### config.mk
export PLATFORM = sky130hd
export DESIGN_NAME = axis_width_upsizer
export DESIGN_NICKNAME = d
export VERILOG_FILES = /design/src/rtl/axis_width_upsizer_pkg.sv /design/src/rtl/axis_width_upsizer.sv
export SDC_FILE = /design/constraint.sdc
export NUM_CORES = 1
export LEC_CHECK = 0
export ABC_AREA = 1
export BUFFER_PORTS_ARGS = -buffer_cell sky130_fd_sc_hd__buf_2
export CELL_PAD_IN_SITES_DETAIL_PLACEMENT = 1
export CELL_PAD_IN_SITES_GLOBAL_PLACEMENT = 2
export CORE_ASPECT_RATIO = 0.6
export CORE_UTILIZATION = 30
export CTS_CLUSTER_SIZE = 20
export DETAILED_ROUTE_END_ITERATION = 12
export PLACE_DENSITY_LB_ADDON = 0.2
export SLEW_MARGIN = 10
export SYNTH_ARGS = -nofsm -noshare
export SYNTH_HDL_FRONTEND = slang
export SYNTH_SLANG_ARGS = --single-unit
### constraint.sdc
create_clock -name aclk -period 2 [get_ports aclk]
set_clock_uncertainty 0.1 [all_clocks]
set_input_delay 0.1 -clock aclk [delete_from_list [all_inputs] [get_ports aclk]]
set_output_delay 0.1 -clock aclk [all_outputs]
set_load 0.005 [all_outputs]
### src/rtl/axis_width_upsizer_pkg.sv
// Shared constants and lane helpers for the AXI-Stream width upsizer.
package axis_width_upsizer_pkg;

    localparam int DEFAULT_DATA_WIDTH = 8;
    localparam int DEFAULT_RATIO      = 4;

    // Bit offset of a DATA_WIDTH-wide lane inside the packed output word.
    function automatic int lane_lsb(input int lane, input int width);
        return lane * width;
    endfunction

endpackage

### src/rtl/axis_width_upsizer.sv
// Packs RATIO narrow AXI-Stream beats into one wide word, flushing early on tlast.
module axis_width_upsizer
    import axis_width_upsizer_pkg::*;
#(
    parameter int DATA_WIDTH = DEFAULT_DATA_WIDTH,
    parameter int RATIO      = DEFAULT_RATIO,
    parameter int OUT_WIDTH  = DATA_WIDTH * RATIO,
    parameter int KEEP_WIDTH = RATIO,
    parameter int CNT_W      = $clog2(RATIO)
) (
    input  logic                  aclk,
    input  logic                  areset,
    input  logic [DATA_WIDTH-1:0] m_tdata,
    input  logic                  m_tvalid,
    output logic                  m_tready,
    input  logic                  m_tlast,
    output logic [OUT_WIDTH-1:0]  s_tdata,
    output logic [KEEP_WIDTH-1:0] s_tkeep,
    output logic                  s_tvalid,
    input  logic                  s_tready,
    output logic                  s_tlast
);

    logic [CNT_W-1:0]      cnt_q, cnt_d;
    logic [OUT_WIDTH-1:0]  pack_q, pack_d;
    logic [OUT_WIDTH-1:0]  out_data_q, out_data_d;
    logic [KEEP_WIDTH-1:0] out_keep_q, out_keep_d;
    logic                  out_valid_q, out_valid_d;
    logic                  out_last_q, out_last_d;

    logic [OUT_WIDTH-1:0]  word_merged;
    logic [KEEP_WIDTH-1:0] keep_mask;
    logic                  accept;
    logic                  complete;

    // Ready depends only on registered output state, never on m_tvalid/m_tlast.
    assign m_tready = !areset && (!out_valid_q || s_tready);
    assign accept   = m_tvalid && m_tready;
    assign complete = accept && ((cnt_q == CNT_W'(RATIO - 1)) || m_tlast);

    // Lane gi takes the incoming beat when it is the current fill position.
    for (genvar gi = 0; gi < RATIO; gi++) begin : g_lane
        localparam int LSB = lane_lsb(gi, DATA_WIDTH);
        assign word_merged[LSB +: DATA_WIDTH] =
            (cnt_q == CNT_W'(gi)) ? m_tdata : pack_q[LSB +: DATA_WIDTH];
        assign keep_mask[gi] = ({{(32 - CNT_W){1'b0}}, cnt_q} >= 32'(gi));
    end

    always_comb begin
        cnt_d       = cnt_q;
        pack_d      = pack_q;
        out_data_d  = out_data_q;
        out_keep_d  = out_keep_q;
        out_valid_d = out_valid_q;
        out_last_d  = out_last_q;

        // Pack register is cleared on completion so lanes above the flush point read as zero.
        if (complete) begin
            cnt_d  = '0;
            pack_d = '0;
        end else if (accept) begin
            cnt_d  = cnt_q + CNT_W'(1);
            pack_d = word_merged;
        end

        if (complete) begin
            out_valid_d = 1'b1;
            out_data_d  = word_merged;
            out_keep_d  = keep_mask;
            out_last_d  = m_tlast;
        end else if (out_valid_q && s_tready) begin
            out_valid_d = 1'b0;
            out_last_d  = 1'b0;
        end
    end

    always_ff @(posedge aclk) begin
        if (areset) begin
            cnt_q       <= '0;
            pack_q      <= '0;
            out_data_q  <= '0;
            out_keep_q  <= '0;
            out_valid_q <= 1'b0;
            out_last_q  <= 1'b0;
        end else begin
            cnt_q       <= cnt_d;
            pack_q      <= pack_d;
            out_data_q  <= out_data_d;
            out_keep_q  <= out_keep_d;
            out_valid_q <= out_valid_d;
            out_last_q  <= out_last_d;
        end
    end

    assign s_tdata  = out_data_q;
    assign s_tkeep  = out_keep_q;
    assign s_tvalid = out_valid_q;
    assign s_tlast  = out_last_q;

endmodule

-- Word level (Yosys, flattened, before mapping)
Index checks and enable logic that the tools add are counted.
- $add $sub $neg: 1
- order comparisons: 3
- equal/unequal tests: 3
- muxes and demuxes: 7
- reductions and logical operators: 11
- operators with widths (kind ; number):
    $mux 8 ; 4
    $eq 2x2->1 const B ; 2
    $ge 2x2->1 const B ; 2
    $logic_and 1x1->1 ; 4
    $mux 1 ; 3
    $add 2x1->2 const B ; 1
    $eq 2x1->1 const B ; 1
    $ge 2x1->1 const B ; 1
    $logic_not 1->1 ; 2
    $logic_not 2->1 ; 1
    $logic_or 1x1->1 ; 2
    $reduce_bool 2->1 ; 1
    $reduce_or 2->1 ; 1
- register bits: 72
- input bits: 13
- output and inout bits: 39
- word-level logic and storage cells: 31

-- Longest topological paths before layout
Gate-level depths: netlist of run 1.
- depth after elaboration: 6
- mapped depth: 9
- gate-level depth less buffers: 8

-- Least setup slack after synthesis of run 1
No wires, ideal clock.
- kind: flip-flop to flip-flop
- start point: reg cnt_q[0]
- end point: reg out_data_q[5], in the netlist s_tdata[5]
- library setup time: 0.113 ns
- data arrival time: 1.348 ns
- data required time: 1.787 ns
- setup slack: 0.439 ns
- stages on the path, launching flop included: 9
- buffers on the path: 2
- period minus slack after synthesis: 1.561 ns
- cells stage by stage: dfxtp_1 -> ha_1 -> clkbuf_1 -> nor2_1 -> nor2_4 -> buf_4 -> nand2_1 -> nand2_1 -> nor2_1
- word-level cells in the longest chain between the ends: 3
- elaborated cells on any way between the ends: 5
- those cells by class: 1 x eq/ne; 1 x mux; 3 x reduce/logical
- RTL lines (item ; RTL line ; source):
    start: declaration ; axis_width_upsizer.sv:24 ; logic [CNT_W-1:0] cnt_q, cnt_d;
    start signal: assignment ; axis_width_upsizer.sv:86 ; cnt_q <= cnt_d;
    $eq 2x2->1 ; axis_width_upsizer.sv:39 ; assign complete = accept && ((cnt_q == CNT_W'(RATIO - 1)) || m_tlast);
    $logic_or 1x1->1 ; axis_width_upsizer.sv:39 ;
    $logic_and 1x1->1 ; axis_width_upsizer.sv:39 ;
    end signal: assignment ; axis_width_upsizer.sv:88 ; out_data_q <= out_data_d;
    end: declaration ; axis_width_upsizer.sv:26 ; logic [OUT_WIDTH-1:0] out_data_q, out_data_d;
Several ways; a longest one is shown, not always the timed one.
A chain may end at the register's enable or synchronous reset.

-- Worst setup path in the final report of run 1
- start point: in areset
- end point: reg out_data_q[15], in the netlist s_tdata[15]
- word-level cells in the longest chain between the ends: 4
- RTL lines (item ; RTL line ; source):
    start: declaration ; axis_width_upsizer.sv:12 ; input logic areset,
    $logic_not 1->1 ; axis_width_upsizer.sv:37 ; assign m_tready = !areset && (!out_valid_q || s_tready);
    $logic_and 1x1->1 ; axis_width_upsizer.sv:37 ;
    $logic_and 1x1->1 ; axis_width_upsizer.sv:38 ; assign accept = m_tvalid && m_tready;
    $logic_and 1x1->1 ; axis_width_upsizer.sv:39 ;
Several ways; a longest one is shown, not always the timed one.

==> metrics.csv, run 1 <==
metric,value,unit
synthCells,492,
leakagePower,2.12,nW
h-tree-depth,3,
critPathKind,input port to flop,
cpMostUsedCell,nand2_1,
ys_ff_latch,72,
fin_ws,0.234,ns
fmax,566,MHz
maxCapViolations,0,
routed-via-count,3046,
worstSetupStartpointType,input port,
fin_nets,558,
rsz0062_at_grt,false,
clk_pin_slew,0.06,ns
row_count,29,
ioPinCount,52,
syn2layout_area_growth,19.1,%
grt_start_max_net_pins,63,
finalMaxSlewViolations,0,
io_buffers,51,
slowest_stage,dlygate4sd3_1,
drc,0,
worstMarginPinSlew,0.511,ns
clk_path_buf_depth,2,
final-setup-viol-count,0,
die_h,82.9,um
antennaDiodeCount,0,
cts.sinks,72,
hpwl,6030,um
numCtsBuffers,9,
fin_crit,1.77,ns
clockRootBuffer,clkbuf_16,
drt-total-wl,9130,um
antenna_found_initial,0,
wire_per_inst,13.3,um
p_per_area,830,nW/um^2
drtIter0Drc,115,
grt_pass1_vias,3074,
finalCritPeriodShare,0.883,
cp.arrival,1.94,ns
place.gp.congestion,0.700,
drive_gt1_frac,0.143,
dp_slack,0.344,ns
syn_avg_cell_area,6.65,sq um
dr.pass1.iters,4,
grt_pass1_wl,15100,um
grt_usage,0.177,
max-vdd-ir-drop,0.430,mV
clock_latency,0.33,ns
hold_ws,0.0310,ns
relSlewSlack,0.659,
worstSetupEndpointType,flop,
postCtsSetupRepairBufs,0,
crit_fanout,25,
dp_cells,666,
cts_resized,0,
die_w,137,um
overflow,0,
crit_family,buffers and inverters,
mappedNetlistArea,3270,sq um
syn_nets,510,
tns,0,ns
yosys_warnings,0,
required,2.18,ns
slowest_delay,0.53,ns
ys_types,19,
seq_area_frac_synth,0.441,
cts_tree,built,
fin_util,0.368,
crit_buf_inv,4,
drtAntennaViolNets,0,
fin_cells,684,
dieArea,11300,sq um
initial_core_util,0.309,
cts_hold_buf,2,
hold_path_class,input port to flop,
status,"complete, no violations",
core,10600,sq um
path_cells,dlygate4sd3_1 > buf_2 > inv_2 > nand3_2 > nor2_4 > buf_4 > nand2_1 > nand2_1,
hold_viol,0,
via_per_inst,4.45,
==> layer usage <==
layer	vias to the layer above	global-route usage	routed length [um]
met1	1443	0.223	4700
met3	6	0.0464	236
met2	29	0.292	4090
met5	-	0	0
li1	1568	-	-
met4	0	0.0569	102
==> power by group <==
part           internal, mW  leakage [nW]  switching [mW]
Combinational        0.0863          1.41           0.191
Sequential             1.47         0.583          0.0173
Clock                 0.870         0.130           0.600
==> per-stage QoR <==
step	cell area [sq um]	total power, mW
final	3890	3.23
after CTS	3890	3.30
after floorplan	3270	1.70
after global routing	3890	3.39
after detailed placement	3610	1.80
after global placement	3610	1.79
==> layout make-up <==
| class | instances | area (sq um) |
|---|---|---|
| Inverter | 70 | 263 |
| Clock inverter | 3 | 17.5 |
| Timing Repair Buffer | 62 | 355 |
| Tap cell | 139 | 174 |
| Fill cell | 1385 | 6700 |
| Clock buffer | 13 | 250 |
| Multi-Input combinational cell | 325 | 1390 |
| Sequential cell | 72 | 1440 |
==> flip-flops by register name, summed over array words and instances, names as in the netlist <==
register / cells
cnt_q: 2
pack_q: 32
s_tdata: 32
s_tkeep: 4
s_tlast: 1
s_tvalid: 1
==> cells by family after synthesis <==
logic type	count (synthesis)	share of synthesized area
fa+ha+maj	5	0.0191
flops	72	0.441
buf+inv	95	0.134
xor+xnor	1	0.00268
compound gates	39	0.0604
simple gates	280	0.343
==> tightest hold or removal path, stage by stage <==
cell      delay, ns
buf_2          0.09
a21boi_0       0.08
nor2_1         0.10
nor2_1         0.05
==> placed cells by master, fill, tap and decap left out, types with 2 or more instances in the layout <==
cell type | netlist | routed
buf_2 | 3 | 51
buf_4 | 3 | 8
clkbuf_1 | 10 | 3
clkbuf_16 | 0 | 9
clkinv_2 | 0 | 2
dfxtp_1 | 72 | 72
dlygate4sd3_1 | 0 | 2
ha_1 | 5 | 5
inv_1 | 69 | 69
nand2_1 | 228 | 228
nand3_1 | 30 | 30
nor2_1 | 18 | 18
o21ai_0 | 36 | 36
==> worst paths after layout <==
path | cells after the start | endpoint | start | slack (ns)
max | 8 | s_tdata[15] | areset | 0.23
min | 4 | s_tlast | s_tready | 0.03
max reg2reg | 7 | pack_q[2] | cnt_q[0] | 0.34
min reg2reg | 2 | s_tdata[24] | s_tdata[24] | 0.34
==> synthesized netlist by cell type (all sizes together) <==
master,number,area (sq um)
dfxtp,72,1440
nand2,228,856
nand3,31,160
nor2,20,98.8
ha,5,62.6
buf,15,139
nand4,1,6.26
a21oi,2,10.0
a21boi,1,7.51
clkbuf,10,37.5
xor2,1,8.76
o21ai,36,180
inv,70,263
Power figures use the tool's default switching activity.
==> run 2: changes to the inputs <==
PLACE_DENSITY_LB_ADDON = 0.1   (was 0.2)
==> metrics.csv, run 2 (synthesis gave the netlist of run 1 again) <==
metric,value,unit,change
status,"complete, no violations",,unchanged
hold_path_class,input port to flop,,unchanged
grt_start_max_net_pins,38,,was 63
drtAntennaViolNets,0,,unchanged
clk_path_buf_depth,2,,unchanged
final-setup-viol-count,0,,unchanged
hpwl,6220,um,was 6030 um
grt_pass1_vias,3126,,was 3074
hold_ws,0.0241,ns,was 0.0310 ns
dr.pass1.iters,4,,unchanged
syn2layout_area_growth,20.9,%,was 19.1%
hold_depth,4,,unchanged
leakagePower,2.16,nW,was 2.12 nW
dp_slack,0.355,ns,was 0.344 ns
antennaDiodeCount,0,,unchanged
grt_usage,0.180,,was 0.177
critPathKind,flop to flop,,was input port to flop
crit_fanout,16,,was 25
core,10600,sq um,unchanged
dieArea,11300,sq um,unchanged
p_per_area,860,nW/um^2,was 830 nW/um^2
cts_resized,0,,unchanged
overflow,0,,unchanged
required,2.18,ns,about the same
clk_pin_slew,0.05,ns,was 0.06 ns
via_per_inst,4.44,,was 4.45
ff2ff_path_depth,8,,was 7
io_buffers,51,,unchanged
mostFrequentLayoutCells,"nand2_1, dfxtp_1, inv_1",,unchanged
worstSetupStartpointType,flop,,was input port
routed-via-count,3049,,was 3046
rsz0062_at_grt,false,,unchanged
ioPinCount,52,,unchanged
worstSetupEndpointType,flop,,unchanged
final_common_cell,nand2_1,,unchanged
place.gp.congestion,0.693,,was 0.700
finalMaxSlewViolations,0,,unchanged
row_count,29,,unchanged
fin_crit,1.70,ns,was 1.77 ns
p_total,3.40,mW,was 3.23 mW
cts_tree,built,,unchanged
finalCritPeriodShare,0.852,,was 0.883
die_w,137,um,unchanged
fin_ws,0.297,ns,was 0.234 ns
cp.arrival,1.89,ns,was 1.94 ns
fmax,587,MHz,was 566 MHz
cts.sinks,72,,unchanged
hold_viol,0,,unchanged
cts_hold_buf,2,,unchanged
wire_per_inst,13.6,um,was 13.3 um
drtIter0Drc,79,,was 115
drt-total-wl,9340,um,was 9130 um
numCtsBuffers,9,,unchanged
h-tree-depth,3,,unchanged
drc,0,,unchanged
initial_core_util,0.309,,unchanged
die_h,82.9,um,unchanged
worstMarginPinSlew,0.437,ns,was 0.511 ns
clock_latency,0.34,ns,was 0.33 ns
grt_pass1_wl,15500,um,was 15100 um
max-vdd-ir-drop,0.380,mV,was 0.430 mV
tns,0,ns,unchanged
maxCapViolations,0,,unchanged
antenna_found_initial,0,,unchanged
relSlewSlack,0.708,,was 0.659
postCtsSetupRepairBufs,0,,unchanged
drive_gt1_frac,0.148,,was 0.143
fin_nets,560,,was 558
clockRootBuffer,clkbuf_16,,unchanged
## run 2: through the flow
| stage | utilization | area (sq um) | std cells |
|---|---|---|---|
| 3_5_place_dp | 0.343 | 3630 | 668 |
| 4_1_cts | 0.373 | 3960 | 686 |
| 5_1_grt | 0.373 | 3960 | 686 |
| 6_report | 0.373 | 3960 | 686 |
| 2_1_floorplan | - | 3270 | 492 |
| 3_3_place_gp | 0.343 | 3630 | 668 |
## run 2: where the power goes
group	switching [mW]	internal (mW)	leakage (nW)	total [mW]
Combinational	0.194	0.0920	1.42	0.286
Sequential	0.0167	1.47	0.583	1.48
Clock	0.600	1.03	0.150	1.63
## run 2: path summary, 6_finish.rpt
kind                     from           to  slack (ns)
setup / recovery     cnt_q[1]   pack_q[15]        0.30
hold / removal       s_tready      s_tlast        0.02
setup reg to reg     cnt_q[1]   pack_q[15]        0.30
hold reg to reg   s_tdata[13]  s_tdata[13]        0.34
## run 2: layer usage
metal,global-route usage,vias to the layer above,part of all wire
li1,-,1567,-
met3,0.0488,12,0.040
met2,0.286,42,0.44
met4,0.0569,0,0.013
met5,0,-,0
met1,0.235,1428,0.50
## run 2: final cells by class
class	count	area (sq um)
inverter	70	263
clock inverter	3	40.0
tap	139	174
clock buffer	13	260
timing repair buffer	64	383
multi-input combinational	325	1390
sequential	72	1440
fill	1374	6640
## run 2: worst max-delay path, cell delays in order (launching register included)
cell and delay (ns):
dfxtp_1 0.41, inv_1 0.11, ha_1 0.19, buf_4 0.18
o21ai_0 0.36, nand3_1 0.14, nand2_1 0.09, nand2_1 0.04
inv_1 0.04
==> run 3: changes to the inputs <==
BUFFER_PORTS_ARGS = not set   (was -buffer_cell sky130_fd_sc_hd__buf_2)
CORE_UTILIZATION = 34   (was 30)
DONT_BUFFER_PORTS = 1   (was not set)
==> metrics.csv, run 3 (synthesis gave the netlist of run 1 again) <==
metric,value,unit,change
status,"complete, no violations",,unchanged
drtAntennaViolNets,0,,unchanged
drive_gt1_frac,0.0595,,was 0.148
syn2layout_area_growth,14.4,%,was 20.9%
worstSetupEndpointType,flop,,unchanged
cts.sinks,72,,unchanged
finalMaxSlewViolations,0,,unchanged
io_buffers,0,,was 51
dieArea,10000,sq um,was 11300 sq um
fin_crit,1.72,ns,was 1.70 ns
hold_ws,0.0299,ns,was 0.0241 ns
grt_usage,0.203,,was 0.180
grt_pass1_wl,15300,um,was 15500 um
crit_fanout,37,,was 16
maxCapViolations,0,,unchanged
die_w,129,um,was 137 um
dr.pass1.iters,4,,unchanged
clock_latency,0.33,ns,was 0.34 ns
relSlewSlack,0.634,,was 0.708
cts_tree,built,,unchanged
overflow,0,,unchanged
crit_start,areset,,was cnt_q[1]
fmax,583,MHz,was 587 MHz
postCtsSetupRepairBufs,0,,unchanged
required,2.12,ns,was 2.18 ns
rsz0062_at_grt,false,,unchanged
finalCritPeriodShare,0.858,,was 0.852
initial_core_util,0.353,,was 0.309
ioPinCount,52,,unchanged
clk_pin_slew,0.06,ns,was 0.05 ns
mostFrequentLayoutCells,"nand2_1, dfxtp_1, inv_1",,unchanged
grt_start_max_net_pins,38,,unchanged
antenna_found_initial,1,,was 0
setup.worst_path.end,cnt_q[0],,was pack_q[15]
r2r_setup_slack,0.31,ns,was 0.30 ns
p_per_area,859,nW/um^2,was 860 nW/um^2
core,9260,sq um,was 10600 sq um
drc,0,,unchanged
die_h,78.0,um,was 82.9 um
ff2ff_path_depth,7,,was 8
worstSetupStartpointType,input port,,was flop
hold_viol,0,,unchanged
final_common_cell,nand2_1,,unchanged
wire_per_inst,14.5,um,was 13.6 um
clk_path_buf_depth,2,,unchanged
drtIter0Drc,126,,was 79
worstMarginPinSlew,0.549,ns,was 0.437 ns
fin_nets,517,,was 560
leakagePower,1.92,nW,was 2.16 nW
hpwl,5890,um,was 6220 um
r2r-end,pack_q[17],,was pack_q[15]
critPathKind,input port to flop,,was flop to flop
routed-via-count,2905,,was 3049
drt-total-wl,9190,um,was 9340 um
max-vdd-ir-drop,0.360,mV,was 0.380 mV
tns,0,ns,unchanged
hold_path_class,input port to flop,,unchanged
final-setup-viol-count,0,,unchanged
row_count,27,,was 29
via_per_inst,4.57,,was 4.44
numCtsBuffers,9,,unchanged
h-tree-depth,3,,unchanged
grt_pass1_vias,2981,,was 3126
clockRootBuffer,clkbuf_16,,unchanged
place.gp.congestion,0.654,,was 0.693
r2r_start,cnt_q[0],,was cnt_q[1]
cp.arrival,1.84,ns,was 1.89 ns
run 3: power by group:
| group | internal (mW) | leakage [nW] | switching [mW] | total (mW) |
|---|---|---|---|---|
| logic | 0.0839 | 1.20 | 0.184 | 0.268 |
| registers | 1.47 | 0.583 | 0.0213 | 1.49 |
| clock network | 0.865 | 0.136 | 0.594 | 1.46 |
run 3: layer usage:
metal	part of all wire	track usage
met5	0	0
met4	0.0058	0.0600
met3	0.039	0.0566
met2	0.46	0.337
met1	0.49	0.255
run 3: critical path, cell delays in order:
cell and delay (ns):
dlygate4sd3_1 0.75, inv_2 0.15, nand3_2 0.14, buf_4 0.41, xor2_1 0.22, nor2_1 0.06
run 3: worst min-delay path by stage:
stage / slack, ns / from / cells past startpoint / to
2_1_floorplan: 0.07 / areset / 1 / s_tvalid
5_1_grt: 0.07 / m_tdata[7] / 6 / s_tdata[7]
6_report: 0.03 / m_tdata[7] / 6 / s_tdata[7]
4_1_cts: 0.02 / m_tdata[7] / 6 / s_tdata[7]
3_3_place_gp: 0.07 / areset / 1 / s_tvalid
3_5_place_dp: 0.07 / areset / 1 / s_tvalid
run 3: per-stage QoR:
stage / cells / setup slack [ns] / util / area (sq um) / total power, mW
after global routing: 634 / 0.0796 / 0.404 / 3740 / 3.36
after detailed placement: 606 / 0.216 / 0.361 / 3340 / 1.74
after CTS: 634 / 0.200 / 0.404 / 3740 / 3.28
after global placement: 606 / 0.314 / 0.361 / 3340 / 1.74
after floorplan: 492 / 0.439 / - / 3270 / 1.70
final: 635 / 0.284 / 0.404 / 3740 / 3.21
run 3: layout make-up:
cell class	instances	area [sq um]
Fill cell	1212	5510
Inverter	70	263
Clock buffer	12	246
Multi-Input combinational cell	325	1400
Antenna cell	1	2.50
Tap cell	130	163
Timing Repair Buffer	21	210
Clock inverter	4	20.0
Sequential cell	72	1440
run 3: timing repair:
action | in CTS | in global routing
gates resized for setup | 0 | 1
hold endpoints to repair | 69 | 0
hold buffers | 12 | 0
endpoints found under the setup margin | 0 | 1
